==> src/rtl/layer_lif_seq.sv <==
// Sequential leaky integrate-and-fire layer: one neuron at a time, CH weight lanes per cycle,
// membrane voltages held locally, per-neuron result streamed on out_valid.
module layer_lif_seq #(
    parameter int unsigned CH           = 4,
    parameter int unsigned WEIGHT       = 8,
    parameter int unsigned FAN_IN_WORDS = 2,
    parameter int unsigned NEURON       = 4,
    parameter int unsigned WIDTH        = 16,
    parameter int          LEAK         = 0,
    parameter int          THRESHOLD    = 100,
    localparam int unsigned DEPTH = NEURON * FAN_IN_WORDS,
    localparam int unsigned AW    = (DEPTH > 1) ? $clog2(DEPTH) : 1,
    localparam int unsigned NW    = (NEURON > 1) ? $clog2(NEURON) : 1
) (
    input  logic                          clk,
    input  logic                          rst,
    input  logic                          start,
    input  logic [CH*FAN_IN_WORDS-1:0]    spikes_in,
    input  logic                          clear_state,
    input  logic                          wr_en,
    input  logic [AW-1:0]                 wr_addr,
    input  logic [CH*WEIGHT-1:0]          wr_data,
    output logic                          wr_err,
    output logic                          busy,
    output logic                          done,
    output logic                          out_valid,
    output logic                          out_spike,
    output logic [NW-1:0]                 out_idx,
    output logic signed [WIDTH-1:0]       out_voltage
);

    localparam int unsigned ACCW = WEIGHT + $clog2(CH * FAN_IN_WORDS) + 1;
    localparam int unsigned PW   = WIDTH + ACCW + 14;
    localparam int unsigned PHW  = $clog2(FAN_IN_WORDS + 1);
    localparam int unsigned WW   = (FAN_IN_WORDS > 1) ? $clog2(FAN_IN_WORDS) : 1;

    localparam logic signed [PW-1:0]    LEAK_S  = PW'(LEAK);
    localparam logic signed [WIDTH-1:0] THR     = WIDTH'(THRESHOLD);
    localparam logic signed [PW-1:0]    VMAX    = {{(PW-WIDTH+1){1'b0}}, {(WIDTH-1){1'b1}}};
    localparam logic signed [PW-1:0]    VMIN    = {{(PW-WIDTH+1){1'b1}}, {(WIDTH-1){1'b0}}};
    localparam logic [AW:0]             DEPTH_C = (AW+1)'(DEPTH);
    localparam logic [PHW-1:0]          LAST_PH = PHW'(FAN_IN_WORDS);

    typedef enum logic [1:0] {IDLE, ACC, UPDATE, DONE} state_t;

    state_t                      state_q, state_d;
    logic [CH*WEIGHT-1:0]        ram [DEPTH];
    logic [CH*WEIGHT-1:0]        rdata;
    logic [AW-1:0]               addr_base, rd_addr;
    logic [PHW-1:0]              phase;
    logic [NW-1:0]               nidx;
    logic                        rd_vld;
    logic [WW-1:0]               rd_word;
    logic [CH*FAN_IN_WORDS-1:0]  spk_q;
    logic [CH-1:0]               spk_words [FAN_IN_WORDS];
    logic signed [ACCW-1:0]      acc, acc_d, contrib;
    logic signed [WIDTH-1:0]     volt [NEURON];
    logic signed [PW-1:0]        vx, prod, v_full, v_clamp;
    logic signed [WIDTH-1:0]     v_sat;
    logic                        fire, issue, last_acc;

    for (genvar g = 0; g < FAN_IN_WORDS; g++) begin : g_spk
        assign spk_words[g] = spk_q[g*CH +: CH];
    end

    // ACC spends FAN_IN_WORDS issue cycles plus one cycle to absorb the last read
    always_comb begin
        issue    = (state_q == ACC) && (phase < LAST_PH);
        last_acc = (state_q == ACC) && (phase == LAST_PH);
        rd_addr  = addr_base + AW'(phase);
    end

    always_comb begin
        state_d = state_q;
        case (state_q)
            IDLE:    if (start) state_d = ACC;
            ACC:     if (last_acc) state_d = UPDATE;
            UPDATE:  state_d = (nidx == NW'(NEURON - 1)) ? DONE : ACC;
            DONE:    state_d = IDLE;
            default: state_d = IDLE;
        endcase
    end

    always_ff @(posedge clk or negedge rst) begin
        if (!rst) state_q <= IDLE;
        else      state_q <= state_d;
    end

    // Weight RAM keeps its contents through reset
    always_ff @(posedge clk) begin
        if (wr_en && (state_q == IDLE) && ({1'b0, wr_addr} < DEPTH_C))
            ram[wr_addr] <= wr_data;
        if (issue)
            rdata <= ram[rd_addr];
    end

    // Spike-gated lane sum of the word returned by the RAM this cycle
    always_comb begin
        contrib = '0;
        for (int k = 0; k < CH; k++) begin
            if (spk_words[rd_word][k])
                contrib = contrib + ACCW'($signed(rdata[k*WEIGHT +: WEIGHT]));
        end
        acc_d = (phase == '0) ? '0 : acc;
        if (rd_vld)
            acc_d = acc_d + contrib;
    end

    // Leak, integrate and clamp, evaluated as the final word lands
    always_comb begin
        vx     = PW'(volt[nidx]);
        prod   = vx * LEAK_S;
        v_full = vx - (prod >>> 12) + PW'(acc_d);
        if (v_full > VMAX)      v_clamp = VMAX;
        else if (v_full < VMIN) v_clamp = VMIN;
        else                    v_clamp = v_full;
        v_sat = WIDTH'(v_clamp);
        fire  = (v_sat >= THR);
    end

    always_ff @(posedge clk or negedge rst) begin
        if (!rst) begin
            busy        <= 1'b0;
            done        <= 1'b0;
            wr_err      <= 1'b0;
            out_valid   <= 1'b0;
            out_spike   <= 1'b0;
            out_idx     <= '0;
            out_voltage <= '0;
            rd_vld      <= 1'b0;
            rd_word     <= '0;
            spk_q       <= '0;
            nidx        <= '0;
            phase       <= '0;
            addr_base   <= '0;
            acc         <= '0;
            for (int i = 0; i < NEURON; i++) volt[i] <= '0;
        end else begin
            busy      <= (state_d != IDLE);
            done      <= (state_d == DONE);
            wr_err    <= wr_en && (state_q != IDLE);
            out_valid <= last_acc;
            rd_vld    <= issue;
            rd_word   <= WW'(phase);
            if (last_acc) begin
                out_idx     <= nidx;
                out_voltage <= v_sat;
                out_spike   <= fire;
                volt[nidx]  <= fire ? '0 : v_sat;
            end
            case (state_q)
                IDLE: begin
                    if (clear_state)
                        for (int i = 0; i < NEURON; i++) volt[i] <= '0;
                    if (start) begin
                        spk_q     <= spikes_in;
                        nidx      <= '0;
                        phase     <= '0;
                        addr_base <= '0;
                        acc       <= '0;
                    end
                end
                ACC: begin
                    acc <= acc_d;
                    if (!last_acc) phase <= phase + PHW'(1);
                end
                UPDATE: begin
                    phase     <= '0;
                    nidx      <= nidx + NW'(1);
                    addr_base <= addr_base + AW'(FAN_IN_WORDS);
                end
                default: ;
            endcase
        end
    end

endmodule

==> config.mk <==
export PLATFORM = sky130hd
export DESIGN_NAME = layer_lif_seq
export DESIGN_NICKNAME = d
export VERILOG_FILES = /design/src/rtl/layer_lif_seq.sv
export SDC_FILE = /design/constraint.sdc
export NUM_CORES = 1
export LEC_CHECK = 0
export ABC_AREA = 0
export CAP_MARGIN = 20
export CORE_ASPECT_RATIO = 1.75
export CORE_MARGIN = 2
export CORE_UTILIZATION = 55
export CTS_BUF_LIST = sky130_fd_sc_hd__clkbuf_16
export CTS_CLUSTER_SIZE = 30
export DETAILED_ROUTE_END_ITERATION = 10
export GPL_ROUTABILITY_DRIVEN = 0
export PLACE_DENSITY = 0.82
export SYNTH_ARGS = -nofsm -noshare
export SYNTH_HDL_FRONTEND = slang
export SYNTH_SLANG_ARGS = --single-unit
==> constraint.sdc <==
create_clock -name clk -period 13.4 [get_ports clk]
set_clock_uncertainty 0.1 [all_clocks]
set_input_delay 4.02 -clock clk [delete_from_list [all_inputs] [get_ports clk]]
set_output_delay 4.02 -clock clk [all_outputs]
set_load 0.005 [all_outputs]
# [Word-level counts from Yosys, hierarchy flattened]
# Memories as Yosys holds them, arrays and structs flattened. A register that Yosys moved wholly into a read port is not among the register bits.
# Cells that the tools add are included.
[classes] order_cmp=7 mux=35 bitwise=2 add_sub_neg=9 n_reduce_logical=16 n_eq_ne=8
[op_table] cell="64-bit 2-to-1 mux" n=3
[op_table] cell="16-bit 2-to-1 mux" n=6
[op_table] cell="12-bit 2-to-1 mux" n=7
[op_table] cell="64-bit bitwise mux" n=1
[op_table] cell="12-bit by 8-bit adder with 12-bit output" n=3
[op_table] cell="16-bit binary-select mux with 2-bit select" n=1
[op_table] cell="16-bit demux with 2-bit select" n=1
[op_table] cell="12-bit case mux with 2 select lines" n=1
[op_table] cell="16-bit by 12-bit adder with 17-bit output" n=1
[op_table] cell="17-bit by 16-bit greater-than comparator with 1-bit output, second input constant" n=1
[op_table] cell="17-bit by 16-bit < comparator with 1-bit output, second input constant" n=1
[op_table] cell="16-bit by 8-bit greater-or-equal comparator with 1-bit output, second input constant" n=1
[op_table] cell="12-bit adder" n=1
[op_table] cell="4-bit 2-to-1 mux" n=3
[op_table] cell="2-bit equality test, second input constant" n=5
[op_table] cell="2-bit 2-to-1 mux" n=5
[op_table] cell="2-bit case mux with 4 select lines" n=1
[op_table] cell="2-bit nonzero test" n=4
[op_table] cell="2-bit case mux with 3 select lines" n=1
[op_table] cell="3-bit case mux with 2 select lines" n=1
[op_table] cell="2-bit AND reduction" n=3
[op_table] cell="1-bit logical AND" n=5
[op_table] cell="2-bit by 1-bit adder with 2-bit output, second input constant" n=2
[op_table] cell="2-bit logical NOT" n=2
[op_table] cell="15 further kinds" n=17
[word_totals] mem_bits_rw=256 inputBits=48 elab_cells=97 reg_bits=118 n_memories=1
[memory_table] name="ram" depth=8 word_bits=32 read_ports=1 rd_ports_with_merged_regs=1 wr=1 line_no="47" rtl="logic [CH*WEIGHT-1:0] ram [DEPTH];"

# [Depth between registers and ports, before layout]
# Gate-level depths: netlist of run 1.
[depth] word_depth=23 depth_mapped=49

# [Worst setup path before layout of run 1]
# Ideal clock, no wire load.
[synth_timing] path_kind="register to register" from="register rd_word" to="register volt[18] (netlist bit)" synth_period_minus_slack_ns=9.292 t_arrival_ns=9.096 setup_ns=0.095 path_stages_with_launch=42 setup_slack_ns=4.108 path_cell_list="dfrtp_1 buf_6 mux2_4 clkbuf_1 and2_1 ha_1 inv_1 fa_1 nor2b_1 o21ai_0 o21ai_0 a2bb2oi_1 maj3_1 o21ba_2 xor2_1 o21ai_0 ha_1 o21a_1 [... 6 more ...] xnor2_1 mux2_2 ha_1 o41ai_1 xor3_1 and4_1 or4_4 nand2_1 ha_1 a21o_1 a31oi_1 nor3b_1 a31oi_4 xor2_2 nor4_4 a21oi_2 buf_6 o31ai_1"
[synth_between] elab_chain_len=23 word_cells_on_any_way=24
[synth_rtl] item="start: declaration" line_no="53" rtl="logic [WW-1:0] rd_word;"
[synth_rtl] item="start signal: assignment" line_no="144" rtl="rd_word <= WW'(phase);"
[synth_rtl] item="1-bit inverter with 2-bit output (not written as such) (*)" line_no="101" rtl="if (spk_words[rd_word][k])"
[synth_rtl] item="4-bit 2-to-1 mux (not written as such) (*) (3 in series)" line_no="101"
[synth_rtl] item="12-bit 2-to-1 mux" line_no="101"
[synth_rtl] item="12-bit by 8-bit adder with 12-bit output" line_no="102" rtl="contrib = contrib + ACCW'($signed(rdata[k*WEIGHT +: WEIGHT]));"
[synth_rtl] item="12-bit 2-to-1 mux" line_no="101"
[synth_rtl] item="12-bit by 8-bit adder with 12-bit output" line_no="102"
[synth_rtl] item="12-bit 2-to-1 mux" line_no="101"
[synth_rtl] item="12-bit by 8-bit adder with 12-bit output" line_no="102"
[synth_rtl] item="[... 5 more ...]"
[synth_rtl] item="16-bit 2-to-1 mux" line_no="115" rtl="else if (v_full < VMIN) v_clamp = VMIN;"
[synth_rtl] item="16-bit 2-to-1 mux (*)" line_no="114" rtl="if (v_full > VMAX) v_clamp = VMAX;"
[synth_rtl] item="16-bit by 8-bit greater-or-equal comparator with 1-bit output" line_no="118" rtl="fire = (v_sat >= THR);"
[synth_rtl] item="16-bit 2-to-1 mux (*)" line_no="149" rtl="volt[nidx] <= fire ? '0 : v_sat;"
[synth_rtl] item="64-bit bitwise mux (*)" line_no="149"
[synth_rtl] item="64-bit 2-to-1 mux (*)" line_no="145" rtl="if (last_acc) begin"
[synth_rtl] item="64-bit 2-to-1 mux" line_no="153" rtl="if (clear_state)"
[synth_rtl] item="64-bit 2-to-1 mux (*)" line_no="151" rtl="case (state_q)"
[synth_rtl] item="end signal: indexed assignment" line_no="149"
[synth_rtl] item="end: declaration" line_no="57" rtl="logic signed [WIDTH-1:0] volt [NEURON];"
# Mark *: on every way between the ends. The rest lies on a longest branch, timed or not. The select of a mux whose other input is x is not followed.
# A chain may end at the register's enable or synchronous reset.

# [Worst setup path in the final report of run 1]
[layout_timing] from="register rd_word" to="register volt[2] (netlist bit)"
# Same word-level chain as after synthesis.

==> flow_summary.yaml, run 1 <==
status:
  status: "completed"
sta:
  rsz0062_at_grt: "false"
  hold_violations: 0
  finalMaxSlewViolations: 0
  finalCriticalPeriod_ns: 10.86
  max_clock_freq_mhz: 92.1
  tightestPinTransition_ns: 1.10
  fin_tns_setup_ns: 0
  slew_headroom: 0.265
  finalCritPeriodShare: 0.810
  setup_violations: 0
route:
  wl_um: 43900
  drtAntennaViolNets: 0
  viasPerCell: 6.23
  wl_per_cell_um: 22.6
  drt_iter0_drc: 957
  first_pass_iters: 5
  num_vias: 12100
  remaining_drc_errors: 0
layout:
  final_util: 0.622
  final_common_cell: "edfxtp_1"
  most-common-layout-cells: "288 x edfxtp_1, 132 x nand2_1, 116 x dfrtp_1"
  ff_latch_area_mm2: 0.0116
  area_growth_syn_to_layout_pct: 12.2
  design_area_mm2: 0.0217
  final.fill_count: 2550
  final_cell_count_no_fill: 1939
  layout-drive-gt1-share: 0.155
  final_nets: 1563
  multi_input_area_mm2: 0.00746
floorplanning:
  dieArea_mm2: 0.0368
  die_y_um: 252
  die_x_um: 146
  core_area_mm2: 0.0350
  rows: 91
  ios: 71
  initial_utilization: 0.555
placed_design:
  dp_hpwl_um: 28200
  dpl_cell_area_mm2: 0.0206
  port_buffers: 70
  numPlacedInstances: 1874
setup_path:
  r2r_end: "volt[2]"
  r2r_start: "rd_word"
  cp.arrival_ns: 11.14
  worstSetupPathType: "flip-flop to flip-flop"
  critPathLaunchType: "flip-flop"
  required_ns: 13.68
  rr_worst_depth: 40
  slowest_stage: "a21oi_2"
  cp_max_fo: 38
  crit_top_cell: "ha_1"
  r2r_slack_ns: 2.54
  endpoint_kind: "flip-flop"
  cpPeakStageDelay_ns: 0.73
synthesis:
  synth_compound_area_frac: 0.0916
  synth_area_leaders: "edfxtp_1 45%, dfrtp_1 15%, mux4_2 9.6%, ha_1 4.0%, mux2_2 3.0%"
  synth_top_family_by_area: "multiplexers"
  async_flop_share: 0.289
  syn_inst: 1381
  ys.flop_type: "edfxtp_1"
  synth.mux.area_fraction: 0.133
  seq_area_frac_synth: 0.597
  synth.top_cell.area_share: 0.446
  synth_cell_types: 75
  synth_fa_ha_area_frac: 0.0488
  postSynthAreaPerCell_um2: 14.0
  syn_area_mm2: 0.0194
  synth-xor-area-share: 0.0238
  synth_edf_count: 288
  synth-seq-cells: 405
  ys.warnings.count: 0
  syn_nets: 1496
  synth_top_area_cell: "edfxtp_1"
  synth-simple-area-share: 0.0837
clock_network:
  clk_pin_slew_ns: 0.06
  cts.htree.levels: 2
  cts-buffers-inserted: 37
  holdBufCountCts: 0
  post_cts_resized: 0
  cts.path.max_buffers: 3
  clkSinkCount: 405
  cts_tree: "yes"
  clk_latency_ns: 0.54
  post_cts.repair.setup_buffers: 0
  cts-root-buf: "clkbuf_16"
grt:
  grt_first_pass_wirelength_um: 68100
  grt_max_degree: 67
  first_global_vias: 12600
  grt_antenna_before_repair: 1
  grt_overflow: 0
  grtUsageTotal: 0.238
hold_path:
  worstHoldPathType: "flip-flop to flip-flop"
  hold_start: "volt[5]"
  hold_depth: 2
  worstHoldEndpoint: "volt[5]"
run:
  maxCapViolations: 0
[synth_stat cells, types with 16 or more instances]
| cell type | instances |
|---|---|
| nor2_1 | 79 |
| xor2_1 | 17 |
| dfrtp_1 | 117 |
| mux2_2 | 51 |
| ha_1 | 62 |
| a32o_1 | 16 |
| inv_1 | 42 |
| edfxtp_1 | 288 |
| o31ai_1 | 24 |
| xnor2_1 | 31 |
| nand2_1 | 132 |
| a21o_1 | 24 |
| a21oi_1 | 55 |
| nand3_1 | 35 |
| mux4_2 | 83 |
| nor2b_1 | 24 |
| clkbuf_1 | 41 |
| o21ai_0 | 63 |
[cell type report]
cell class / count / area share
inverter: 44 / 0.00759
multi-input combinational: 872 / 0.343
tap: 465 / 0.0268
sequential: 405 / 0.532
clock buffer: 38 / 0.0437
clock inverter: 26 / 0.00805
timing repair buffer: 88 / 0.0383
antenna: 1 / 0.000115
[routing by layer]
metal	global-route usage	part of all wire
met5	0	0
met4	0.133	0.051
met3	0.0298	0.042
met2	0.441	0.55
met1	0.263	0.36
[critical path, delay by kind of cell (launching register included)]
family / cells / cell delay, ns
AOI/OAI and AO/OA: 18 / 4.01
xor gates and xnor gates: 3 / 0.53
muxes: 2 / 0.58
DFF: 1 / 0.53
adders and majority gates: 7 / 2.35
and+or+nand+nor: 8 / 2.28
buffers and inverters: 2 / 0.32
[flip-flops by register name (all words and copies together), names as in the netlist]
register,flops
state_q,2
out_idx,2
rd_word,1
done,1
wr_err,1
out_valid,1
spk_q,8
rd_vld,1
volt,64
ram,256
busy,1
nidx,2
rdata,32
acc,12
out_voltage,16
phase,2
addr_base,2
out_spike,1
[stage by stage]
step	worst slack (ns)	hold slack, ns
CTS	2.67	0.383
floorplan	4.11	0.289
finish	2.54	0.377
detailed placement	2.78	0.368
global route	1.81	0.408
global placement	3.14	0.355
[worst max-delay path by stage]
stage | from | endpoint | slack, ns
3_3_place_gp | rd_word | volt[18] | 3.14
2_1_floorplan | rd_word | volt[18] | 4.11
6_report | rd_word | volt[2] | 2.54
3_5_place_dp | rd_word | volt[34] | 2.78
5_1_grt | rd_word | volt[37] | 1.81
4_1_cts | rd_word | volt[37] | 2.67
[cell families after synthesis]
kind of cell               count (synthesis)
and+or+nand+nor                          345
xor gates and xnor gates                  50
buffers and inverters                    104
adders and majority gates                 74
AOI/OAI and AO/OA                        258
muxes                                    145
DFF                                      405
Power of run 1 is not shown: default switching activity piles up to over one toggle a cycle in this logic, so the estimate is an artifact.
==> run 2, diff against run 1 <==
Clock period 13.4 ns to 11.4 ns, I/O delays scaled along.
==> run 2 against run 1 <==
Critical path depth rose by 2. Final cell count did not move. Sequential share of layout area rose by 0.13 points. First-iteration DRC count fell by 8.3%. Via count rose by 0.50%. Global-route usage rose by 0.34 points. Flip-flop and latch count did not move. Critical path type unchanged.
==> flow_summary.yaml, run 2 (synthesis gave the netlist of run 1 again) <==
grt:
  grtUsageTotal: 0.241
  grt_antenna_before_repair: 2
  grt_overflow: 0
  first_global_vias: 12700
  grt_max_degree: 70
  grt_first_pass_wirelength_um: 69400
clock_network:
  clkSinkCount: 405
  clk_latency_ns: 0.54
  clk_pin_slew_ns: 0.07
  post_cts_resized: 0
  cts-buffers-inserted: 36
  cts.htree.levels: 2
  cts-root-buf: "clkbuf_16"
  post_cts.repair.setup_buffers: 0
  cts.path.max_buffers: 3
  cts_tree: "yes"
  holdBufCountCts: 0
sta:
  tightestPinTransition_ns: 1.03
  finalCritPeriodShare: 0.931
  finalMaxSlewViolations: 0
  max_clock_freq_mhz: 94.2
  rsz0062_at_grt: "false"
  hold_violations: 0
  setup_violations: 0
  slew_headroom: 0.313
  finalCriticalPeriod_ns: 10.61
  fin_tns_setup_ns: 0
setup_path:
  crit_top_cell: "ha_1"
  cpPeakStageDelay_ns: 0.53
  cp-startpoint: "rd_word"
  cp_max_fo: 38
  r2r_start: "rd_word"
  worstSetupPathType: "flip-flop to flip-flop"
  slowest_stage: "or4_4"
  rr_worst_depth: 42
  cp.arrival_ns: 10.94
  required_ns: 11.72
  r2r_end: "volt[35]"
  r2r_slack_ns: 0.79
  endpoint_kind: "flip-flop"
  critPathLaunchType: "flip-flop"
placed_design:
  port_buffers: 70
  numPlacedInstances: 1876
  dp_hpwl_um: 28300
route:
  first_pass_iters: 5
  wl_per_cell_um: 22.5
  num_vias: 12100
  drt_iter0_drc: 878
  viasPerCell: 6.26
  wl_um: 43700
  remaining_drc_errors: 0
  drtAntennaViolNets: 0
layout:
  final_common_cell: "edfxtp_1"
  final.fill_count: 2535
  top_register: "ram"
  multi_input_area_mm2: 0.00747
  most-common-layout-cells: "288 x edfxtp_1, 132 x nand2_1, 116 x dfrtp_1"
  area_growth_syn_to_layout_pct: 11.9
  ff_latch_area_mm2: 0.0116
  top_regs: "ram: 256 flops, volt: 64 flops, rdata: 32 flops"
  final_nets: 1564
  largest_register_ffs: 256
  final_cell_count_no_fill: 1939
  layout-drive-gt1-share: 0.158
floorplanning:
  initial_utilization: 0.555
  core_area_mm2: 0.0350
  rows: 91
  die_x_um: 146
  dieArea_mm2: 0.0368
  die_y_um: 252
  ios: 71
hold_path:
  worstHoldPathType: "flip-flop to flip-flop"
  worstHoldEndpoint: "volt[21]"
  hold_depth: 2
  hold_start: "volt[21]"
run:
  maxCapViolations: 0
status:
  status: "completed"
==> run 2: cell types whose count changed in the layout (fill, tap and decap cells not counted), moves of 2 or more <==
| cell | previous run | this run |
|---|---|---|
| buf_4 | 19 | 21 |
| bufinv_16 | 2 | 0 |
| clkinv_1 | 13 | 7 |
| clkinv_2 | 2 | 6 |
| clkinvlp_4 | 0 | 2 |
| inv_1 | 50 | 52 |
==> run 2: layout make-up <==
class	instances	area share
flip-flops and latches	405	0.534
multi-input cells	872	0.344
clock buffers	37	0.0427
repair buffers	90	0.0391
well taps	465	0.0268
inverters	44	0.00761
clock inverters	24	0.00559
diodes	2	0.000231
==> run 2: critical path: cells and delay by family, from the launching register on <==
family,cells,cell delay [ns]
compound gates,17,3.39
xor+xnor,6,1.48
fa+ha+maj,6,1.67
buf+inv,2,0.45
flops,1,0.52
mux,2,0.67
simple gates,9,2.17
==> run 2: worst max path at each step <==
stage	end	slack [ns]	cells after the start
after floorplan	volt[18]	2.11	41
after global placement	volt[18]	1.28	37
after detailed placement	volt[2]	0.88	37
after CTS	volt[2]	0.82	37
after global routing	volt[35]	0.14	44
final	volt[35]	0.79	42
==> run 2: metal layers <==
metal | global-route usage | vias to the layer above | share of wire
met5 | 0 | - | 0
li1 | - | 5394 | -
met3 | 0.0325 | 129 | 0.050
met1 | 0.273 | 6178 | 0.35
met4 | 0.123 | 0 | 0.049
met2 | 0.444 | 445 | 0.55
==> run 2: per-stage QoR <==
stage	hold WS, ns	setup WS, ns	cell area (um2)	util
3_3_place_gp	0.354	1.28	20600	0.590
5_1_grt	0.402	0.144	21700	0.621
4_1_cts	0.376	0.816	21700	0.620
6_report	0.379	0.789	21700	0.621
3_5_place_dp	0.360	0.876	20600	0.590
2_1_floorplan	0.289	2.11	19400	-
Power of run 2 is left out for the same reason.
